[src/rtl/cla_adder_arbiter_pkg.sv]
// rtl/cla_adder_arbiter_pkg.sv - shared defaults and types for the arbitrated CLA adder
//
// Purpose: default widths and requester count, plus the result-stage state type,
// shared by the arbiter top and the adder.
// Ports: none (package).
package cla_adder_arbiter_pkg;

  localparam int DEF_BUS_WIDTH       = 32;
  localparam int DEF_CLA_BLOCK_WIDTH = 4;
  localparam int DEF_NUM_REQ         = 4;

  // Result stage: EMPTY = nothing held, FULL = result presented on rsp_*.
  typedef enum logic {
    ST_EMPTY = 1'b0,
    ST_FULL  = 1'b1
  } state_e;

endpackage

[src/rtl/carry_look_ahead_adder.sv]
// rtl/carry_look_ahead_adder.sv - block carry-look-ahead adder/subtractor, purely combinational
//
// Purpose: WIDTH-bit add or two's-complement subtract (in1 + ~in2 + 1), modulo 2^WIDTH.
// Ports:
//   in1_i  [WIDTH-1:0]  operand 1
//   in2_i  [WIDTH-1:0]  operand 2
//   sub_i               0 = add, 1 = subtract (in1 - in2)
//   sum_o  [WIDTH-1:0]  result, carry-out discarded
module carry_look_ahead_adder #(
  parameter int WIDTH       = 32,
  parameter int BLOCK_WIDTH = 4
) (
  input  logic [WIDTH-1:0] in1_i,
  input  logic [WIDTH-1:0] in2_i,
  input  logic             sub_i,
  output logic [WIDTH-1:0] sum_o
);

  localparam int NUM_BLOCKS = WIDTH / BLOCK_WIDTH;

  logic [WIDTH-1:0] b_eff;
  logic [WIDTH-1:0] g;
  logic [WIDTH-1:0] p;
  logic [WIDTH:0]   c;

  // Subtract inverts operand 2 and injects the +1 through the carry-in.
  assign b_eff = in2_i ^ {WIDTH{sub_i}};
  assign g     = in1_i & b_eff;
  assign p     = in1_i ^ b_eff;

  // Inside a block every carry is a flat look-ahead expression of that block's
  // g/p and the block carry-in; block carry-ins ripple from block to block.
  always_comb begin
    logic gen_acc;
    logic prop_acc;
    c        = '0;
    gen_acc  = 1'b0;
    prop_acc = 1'b0;
    c[0]     = sub_i;
    for (int b = 0; b < NUM_BLOCKS; b++) begin
      for (int j = 0; j < BLOCK_WIDTH; j++) begin
        gen_acc  = 1'b0;
        prop_acc = 1'b1;
        for (int k = j; k >= 0; k--) begin
          gen_acc  = gen_acc | (prop_acc & g[b*BLOCK_WIDTH + k]);
          prop_acc = prop_acc & p[b*BLOCK_WIDTH + k];
        end
        c[b*BLOCK_WIDTH + j + 1] = gen_acc | (prop_acc & c[b*BLOCK_WIDTH]);
      end
    end
  end

  assign sum_o = p ^ c[WIDTH-1:0];

endmodule

[src/rtl/cla_adder_arbiter.sv]
// rtl/cla_adder_arbiter.sv - round-robin shared CLA adder with one-entry result stage
//
// Purpose: NUM_REQ requesters share one carry_look_ahead_adder; a rotating-priority
// arbiter picks one request per cycle and its result is registered (1-cycle latency).
// Ports:
//   clk, rst                        clock, async active-high reset
//   req_valid/req_ready [NUM_REQ]   per-requester handshake (ready is one-hot or zero)
//   req_sub [NUM_REQ]               0 = add, 1 = in1 - in2
//   req_in1/req_in2                 packed operands, requester k at [k*BUS_WIDTH +: BUS_WIDTH]
//   rsp_valid/rsp_ready             result handshake
//   rsp_id, rsp_data                owner index and result
//   busy                            mirrors rsp_valid
module cla_adder_arbiter
  import cla_adder_arbiter_pkg::*;
#(
  parameter int  BUS_WIDTH       = DEF_BUS_WIDTH,
  parameter int  CLA_BLOCK_WIDTH = DEF_CLA_BLOCK_WIDTH,
  parameter int  NUM_REQ         = DEF_NUM_REQ,
  localparam int ID_WIDTH        = $clog2(NUM_REQ)
) (
  input  logic                         clk,
  input  logic                         rst,
  input  logic [NUM_REQ-1:0]           req_valid,
  output logic [NUM_REQ-1:0]           req_ready,
  input  logic [NUM_REQ-1:0]           req_sub,
  input  logic [NUM_REQ*BUS_WIDTH-1:0] req_in1,
  input  logic [NUM_REQ*BUS_WIDTH-1:0] req_in2,
  output logic                         rsp_valid,
  input  logic                         rsp_ready,
  output logic [ID_WIDTH-1:0]          rsp_id,
  output logic [BUS_WIDTH-1:0]         rsp_data,
  output logic                         busy
);

  state_e                state_q;
  logic [ID_WIDTH-1:0]   rr_ptr_q;
  logic [ID_WIDTH-1:0]   rr_ptr_d;
  logic [ID_WIDTH-1:0]   rsp_id_q;
  logic [BUS_WIDTH-1:0]  rsp_data_q;

  logic                  found;
  logic [ID_WIDTH-1:0]   win;
  logic                  can_accept;
  logic                  accept;
  logic [BUS_WIDTH-1:0]  in1_arr [NUM_REQ];
  logic [BUS_WIDTH-1:0]  in2_arr [NUM_REQ];
  logic [BUS_WIDTH-1:0]  sum;

  for (genvar k = 0; k < NUM_REQ; k++) begin : g_unpack
    assign in1_arr[k] = req_in1[k*BUS_WIDTH +: BUS_WIDTH];
    assign in2_arr[k] = req_in2[k*BUS_WIDTH +: BUS_WIDTH];
  end

  // First valid requester at or after rr_ptr_q, wrapping modulo NUM_REQ.
  always_comb begin
    int                  idx_int;
    logic [ID_WIDTH-1:0] idx;
    found   = 1'b0;
    win     = '0;
    idx_int = 0;
    idx     = '0;
    for (int i = 0; i < NUM_REQ; i++) begin
      idx_int = (int'(rr_ptr_q) + i) % NUM_REQ;
      idx     = ID_WIDTH'(idx_int);
      if (!found && req_valid[idx]) begin
        found = 1'b1;
        win   = idx;
      end
    end
  end

  // A held result that is being drained frees the stage in the same cycle.
  assign can_accept = (state_q == ST_EMPTY) || rsp_ready;
  assign accept     = found && can_accept && !rst;

  always_comb begin
    req_ready = '0;
    if (accept) req_ready[win] = 1'b1;
  end

  assign rr_ptr_d = (win == ID_WIDTH'(NUM_REQ - 1)) ? '0 : win + 1'b1;

  carry_look_ahead_adder #(
    .WIDTH       (BUS_WIDTH),
    .BLOCK_WIDTH (CLA_BLOCK_WIDTH)
  ) u_cla (
    .in1_i (in1_arr[win]),
    .in2_i (in2_arr[win]),
    .sub_i (req_sub[win]),
    .sum_o (sum)
  );

  always_ff @(posedge clk or posedge rst) begin
    if (rst) begin
      state_q    <= ST_EMPTY;
      rr_ptr_q   <= '0;
      rsp_id_q   <= '0;
      rsp_data_q <= '0;
    end else begin
      if (accept) begin
        state_q    <= ST_FULL;
        rr_ptr_q   <= rr_ptr_d;
        rsp_id_q   <= win;
        rsp_data_q <= sum;
      end else if ((state_q == ST_FULL) && rsp_ready) begin
        // Drain only: id/data keep their last values.
        state_q <= ST_EMPTY;
      end
    end
  end

  assign rsp_valid = (state_q == ST_FULL);
  assign rsp_id    = rsp_id_q;
  assign rsp_data  = rsp_data_q;
  assign busy      = rsp_valid;

endmodule

[config.mk]
export PLATFORM = sky130hd
export DESIGN_NAME = cla_adder_arbiter
export DESIGN_NICKNAME = d
export VERILOG_FILES = /design/src/rtl/cla_adder_arbiter_pkg.sv /design/src/rtl/carry_look_ahead_adder.sv /design/src/rtl/cla_adder_arbiter.sv
export SDC_FILE = /design/constraint.sdc
export NUM_CORES = 1
export LEC_CHECK = 0
export BUFFER_PORTS_ARGS = -buffer_cell sky130_fd_sc_hd__clkbuf_2
export CAP_MARGIN = 20
export CORE_AREA = 8 8 121 168
export DETAILED_ROUTE_END_ITERATION = 8
export DIE_AREA = 0 0 129 176
export PLACE_DENSITY = 0.54
export SETUP_SLACK_MARGIN = 0.1
export SYNTH_ARGS = -nofsm -noshare
export SYNTH_HDL_FRONTEND = slang
export SYNTH_SLANG_ARGS = --single-unit
[constraint.sdc]
create_clock -name clk -period 8.71 [get_ports clk]
set_input_delay 0.871 -clock clk [delete_from_list [all_inputs] [get_ports clk]]
set_output_delay 0.871 -clock clk [all_outputs]
set_load 0.005 [all_outputs]
-- Yosys cells after proc, flatten, opt, wreduce, memory -nomap -nowiden
Cells that the tools add are included.
- $add $sub $neg: 4
- bitwise gates (word level): 203
- order comparisons: 7
- reductions and logical operators: 13
- multiplexer cells: 30
- eq/ne operators: 1
- operators by type and width (kind ; count):
    $bmux 32 s2 ; 2
    $mux 32 ; 4
    $and 1x1->1 ; 121
    $xor 32x32->32 ; 3
    $or 1x1->1 ; 76
    $and 31x31->31 ; 1
    $lt 2x3->1 const B ; 5
    $mux 1 ; 12
    $bmux 1 s2 ; 5
    $mux 2 ; 5
    $logic_and 1x1->1 ; 7
    $add 2x1->2 const B ; 2
    $add 2x2->2 const B ; 2
    $logic_not 1->1 ; 4
    $mux 4 ; 1
    $ge 3x3->1 const B ; 1
    $not 2->3 ; 1
    $demux 1 s2 ; 1
    $eq 2x2->1 const B ; 1
    $ge 2x1->1 const B ; 1
    $reduce_bool 2->1 ; 1
    $logic_or 1x1->1 ; 1
    $not 1->1 ; 1
- input port bits: 267
- flip-flop bits (word level): 37
- output and inout bits: 40

-- Depth between registers and ports, before layout
- depth in word-level cells: 38
- mapped depth: 22
- mapped depth without buffers: 20

-- Cells and area by module
A second synthesis with hierarchy kept.
- cell total of the unflattened synthesis: 611
- area, all modules: 5395.2 um2
- modules (own cells, without submodules) (module ; sequential area each (um2) ; area an instance (um2) ; times used ; cells an instance):
    cla_adder_arbiter ; 925.9 ; 3609.7 ; 1 ; 393
    carry_look_ahead_adder ; 0.0 ; 1785.5 ; 1 ; 218

-- Worst setup path before layout
OpenSTA, ideal clock, no wires.
- path kind: input -> register
- from: in req_valid[0]
- to: reg rsp_data_q[29], in the netlist rsp_data[29]
- arrival: 5089 ps
- setup slack: 3539 ps
- data required time: 8627 ps
- stages: 22
- path through: and2_4 -> and2_4 -> nor3_4 -> clkbuf_1 -> clkbuf_1 -> clkbuf_1 -> clkbuf_1 -> nand3_1 -> nand2_1 -> inv_1 -> ha_1 -> nand4_1 -> nor4_1 -> inv_1 -> a211oi_1 -> o31ai_2 -> o31ai_1 -> a21o_1 -> a21oi_1 -> fa_1 -> xor2_1 -> o21ai_0
- cells in the longest elaborated chain, start to end: 38
- elaborated cells between the ends (all ways): 116
- those cells by class: mux: 24; bitwise: 84; reduce/logical: 8
- ends and longest elaborated chain (item ; RTL line ; RTL):
    start: declaration ; cla_adder_arbiter.sv:23 ; input logic [NUM_REQ-1:0] req_valid,
    $bmux 1 s2 ; cla_adder_arbiter.sv:65 ; if (!found && req_valid[idx]) begin
    $mux 1 (implied by the code) ; cla_adder_arbiter.sv:65 ;
    $mux 1 ; cla_adder_arbiter.sv:65 ;
    $logic_not 1->1 ; cla_adder_arbiter.sv:65 ;
    $logic_and 1x1->1 ; cla_adder_arbiter.sv:65 ;
    $mux 1 ; cla_adder_arbiter.sv:65 ;
    $logic_not 1->1 ; cla_adder_arbiter.sv:65 ;
    $logic_and 1x1->1 ; cla_adder_arbiter.sv:65 ;
    (+22 left out) ; n/a ;
    $or 1x1->1 ; carry_look_ahead_adder.sv:48 ; c[b*BLOCK_WIDTH + j + 1] = gen_acc | (prop_acc & c[b*BLOCK_WIDTH]);
    $and 1x1->1 ; carry_look_ahead_adder.sv:48 ;
    $or 1x1->1 ; carry_look_ahead_adder.sv:48 ;
    $and 1x1->1 ; carry_look_ahead_adder.sv:48 ;
    $or 1x1->1 ; carry_look_ahead_adder.sv:48 ;
    $and 1x1->1 ; carry_look_ahead_adder.sv:48 ;
    $or 1x1->1 ; carry_look_ahead_adder.sv:48 ;
    $xor 32x32->32 ; carry_look_ahead_adder.sv:53 ; assign sum_o = p ^ c[WIDTH-1:0];
    end signal: assignment ; cla_adder_arbiter.sv:104 ; rsp_data_q <= sum;
    end: declaration ; cla_adder_arbiter.sv:39 ; logic [BUS_WIDTH-1:0] rsp_data_q;
Parallel ways exist; a longest one is shown, timed or not. The select of a mux whose other input is x is not followed.
A chain may end at the register's enable or synchronous reset.

-- Worst setup path in the final report
- from: in req_valid[1]
- to: reg rsp_data_q[29], in the netlist rsp_data[29]
The elaborated chain is that of the path after synthesis.

==> impl_metrics.ini <==
[outcome]
status = finished, final reports clean

[grt]
globalRouteTotalUtil = 0.191
antenna_found_initial = 0
grt_overflow = 0
grt_max_degree = 88
grt_pass1_vias = 6523
grt_pass1_wl_mm = 34.7

[worst_setup_path]
crit_fanout = 87
reg2reg_slack_ns = 2.89
worstPathArrival_ns = 6.28
crit_type = input pin to register
crit_path_end_kind = register
critPathLaunchType = input pin
cp.required_ns = 8.91

[synth]
synth_area_um2 = 5240
synth_top_family_by_area = simple AND/OR/NAND/NOR gates
synth_mux_area_frac = 0.0100
synth_area_leaders = nand2_1, dfrtp_1, ha_1
yosys.area.top_type = nand2_1
syn_avg_cell_area_um2 = 6.32
yosysMostFrequentCell = nand2_1
async_flop_share = 1.00
synth_compound_area_frac = 0.172
synth_edf_count = 0
synth-simple-area-share = 0.378
ys_top_cells_by_count = nand2_1, o21ai_0, nand3_1
ys_seq_area_frac = 0.177
ys_ff_latch = 37
synthCells = 829
synth_top_area_share = 0.239
synth_xor_area_frac = 0.0953
yosysUniqueCellTypes = 54
ys.flop_type = dfrtp_1
ys_warn_count = 0
synth_nets = 1138
yosys.area_share.adder = 0.110

[clock_tree]
ctsLongestPathBuffers = 2
cts_hold_buf = 0
path_clk_slew_ns = 0.05
cts_root_buffer = clkbuf_16
cts_setup_buffers = 0
cts_made_buffers = 5
cts_resized = 0
clock_latency_ns = 0.28
clock-sinks = 37
tritoncts = built
htreeDepth = 2

[sta]
min_period_over_period = 0.698
final-max-slew-violation-count = 0
period_minus_slack_ns = 6.08
hold_violations = 0
rsz0062_at_grt = no
skew_ns = 0.00288
fin_tns_setup_ns = 0
fmax_mhz = 165
worstMarginPinSlew_ns = 0.821
relSlewSlack = 0.453
setup_violations = 0

[floorplan]
die_w_um = 129
start_util = 0.295
die_area_um2 = 22700
die_h_um = 176
core_area_um2 = 17800
num_rows = 58
top_level_ports = 307

[placed_design]
hpwl_mm = 18.5
portBuffers = 306
globalplace.congestion = 0.887

[route]
drc = 0
wirelength_mm = 22.2
postRouteAntennaNets = 0
wire_per_inst_um = 16.6
drt_iter0_drc = 339
firstDrtPassIters = 4
vias = 6274
vias_per_cell = 4.69

[finish]
synthToLayoutAreaGrowth_pct = 35.1
diodes = 0
n_fill_cell = 2012
post-route-util = 0.398
final_nets = 1405
layout-drive-gt1-share = 0.307

[job]
drv_cap = 0

[worst_hold_path]
hp-class = register to register

[pwr]
leakage_nw = 3.86
ir_drop_uv = 134
power_density_nw_per_um2 = 384
layout by cell type, fill, tap and decap left out, types with 4 or more instances in the layout:
master,instances
nand2_1,332
clkbuf_2,306
o21ai_0,62
nand3_1,50
xnor2_1,44
dfrtp_1,37
ha_1,35
a21oi_1,28
and3_1,26
a31oi_1,26
inv_1,22
xor2_1,13
nor2_1,9
o21ai_1,8
fa_1,7
buf_4,7
and2_1,6
nand2b_1,5
o21bai_1,5
clkbuf_16,5
nor2b_1,4
o21a_1,4
layout make-up:
class / count / area [um^2] / area share
clock buffer: 6 / 129 / 0.0182
clock inverter: 2 / 10.0 / 0.00141
inverter: 25 / 96.3 / 0.0136
multi-input combinational: 714 / 4030 / 0.570
sequential: 37 / 926 / 0.131
tap: 240 / 300 / 0.0424
timing repair buffer: 313 / 1580 / 0.224
flip-flops by register name (all words and copies together) (netlist names):
signal / count
rr_ptr_q: 2
rsp_id: 2
busy: 1
rsp_data: 32
worst max-delay path, stage by stage:
cell and delay [ns]:
clkbuf_2 0.11, nand2b_1 0.16, o211ai_1 0.34, nand2_4 0.48
inv_4 0.77, buf_4 0.51, nand2_1 0.10, nand3_1 0.10
nand2_1 0.10, inv_1 0.07, ha_1 0.14, nand4_1 0.12
nor4_1 0.27, inv_1 0.14, a211oi_1 0.38, o31ai_2 0.18
o31ai_1 0.38, a21o_1 0.21, a21oi_1 0.10, fa_1 0.43
xor2_1 0.14, o21ai_0 0.13
per-layer routing:
layer	global-route usage	up-vias	wire (um)
met1	0.236	2786	9560
met4	0.0413	0	311
li1	-	3294	-
met5	0	-	0
met2	0.336	180	11000
met3	0.0347	14	1270
power by group:
group,switching [mW],internal (mW),leakage [nW]
clock network,0.0671,0.105,0.0706
logic,1.31,0.920,3.34
registers,0.0548,0.260,0.452
logic make-up (layout without fill, tap and decap cells):
group | count (synthesis) | count (layout)
mux | 5 | 5
simple gates | 456 | 456
buf+inv | 78 | 346
xor+xnor | 57 | 57
compound gates | 154 | 154
fa+ha+maj | 42 | 42
flops | 37 | 37
path summary, 6_finish.rpt:
path | start | end | cells after the start
worst max register to register | rr_ptr_q[1] | rsp_data[29] | 21
worst max-delay path | req_valid[1] | rsp_data[29] | 22
worst min-delay path | rsp_id[0] | rsp_id[0] | 2
max in group asynchronous | rst | rsp_data[3] | 2
min in group asynchronous | rst | rsp_data[25] | 2
worst min register to register | rsp_id[0] | rsp_id[0] | 2
metrics by stage:
step / total power [mW] / hold WS, ns / instance area [um^2] / setup slack [ns] / std cells
after floorplan: 1.92 / 0.473 / 5240 / 3.54 / 829
after global placement: 2.57 / 0.464 / 6940 / 2.37 / 1329
after detailed placement: 2.58 / 0.473 / 6940 / 2.32 / 1329
after CTS: 2.76 / 0.485 / 7080 / 2.60 / 1337
after global routing: 3.05 / 0.504 / 7080 / 2.08 / 1337
final: 2.72 / 0.477 / 7080 / 2.63 / 1337
(Power assumes the default switching activity.)
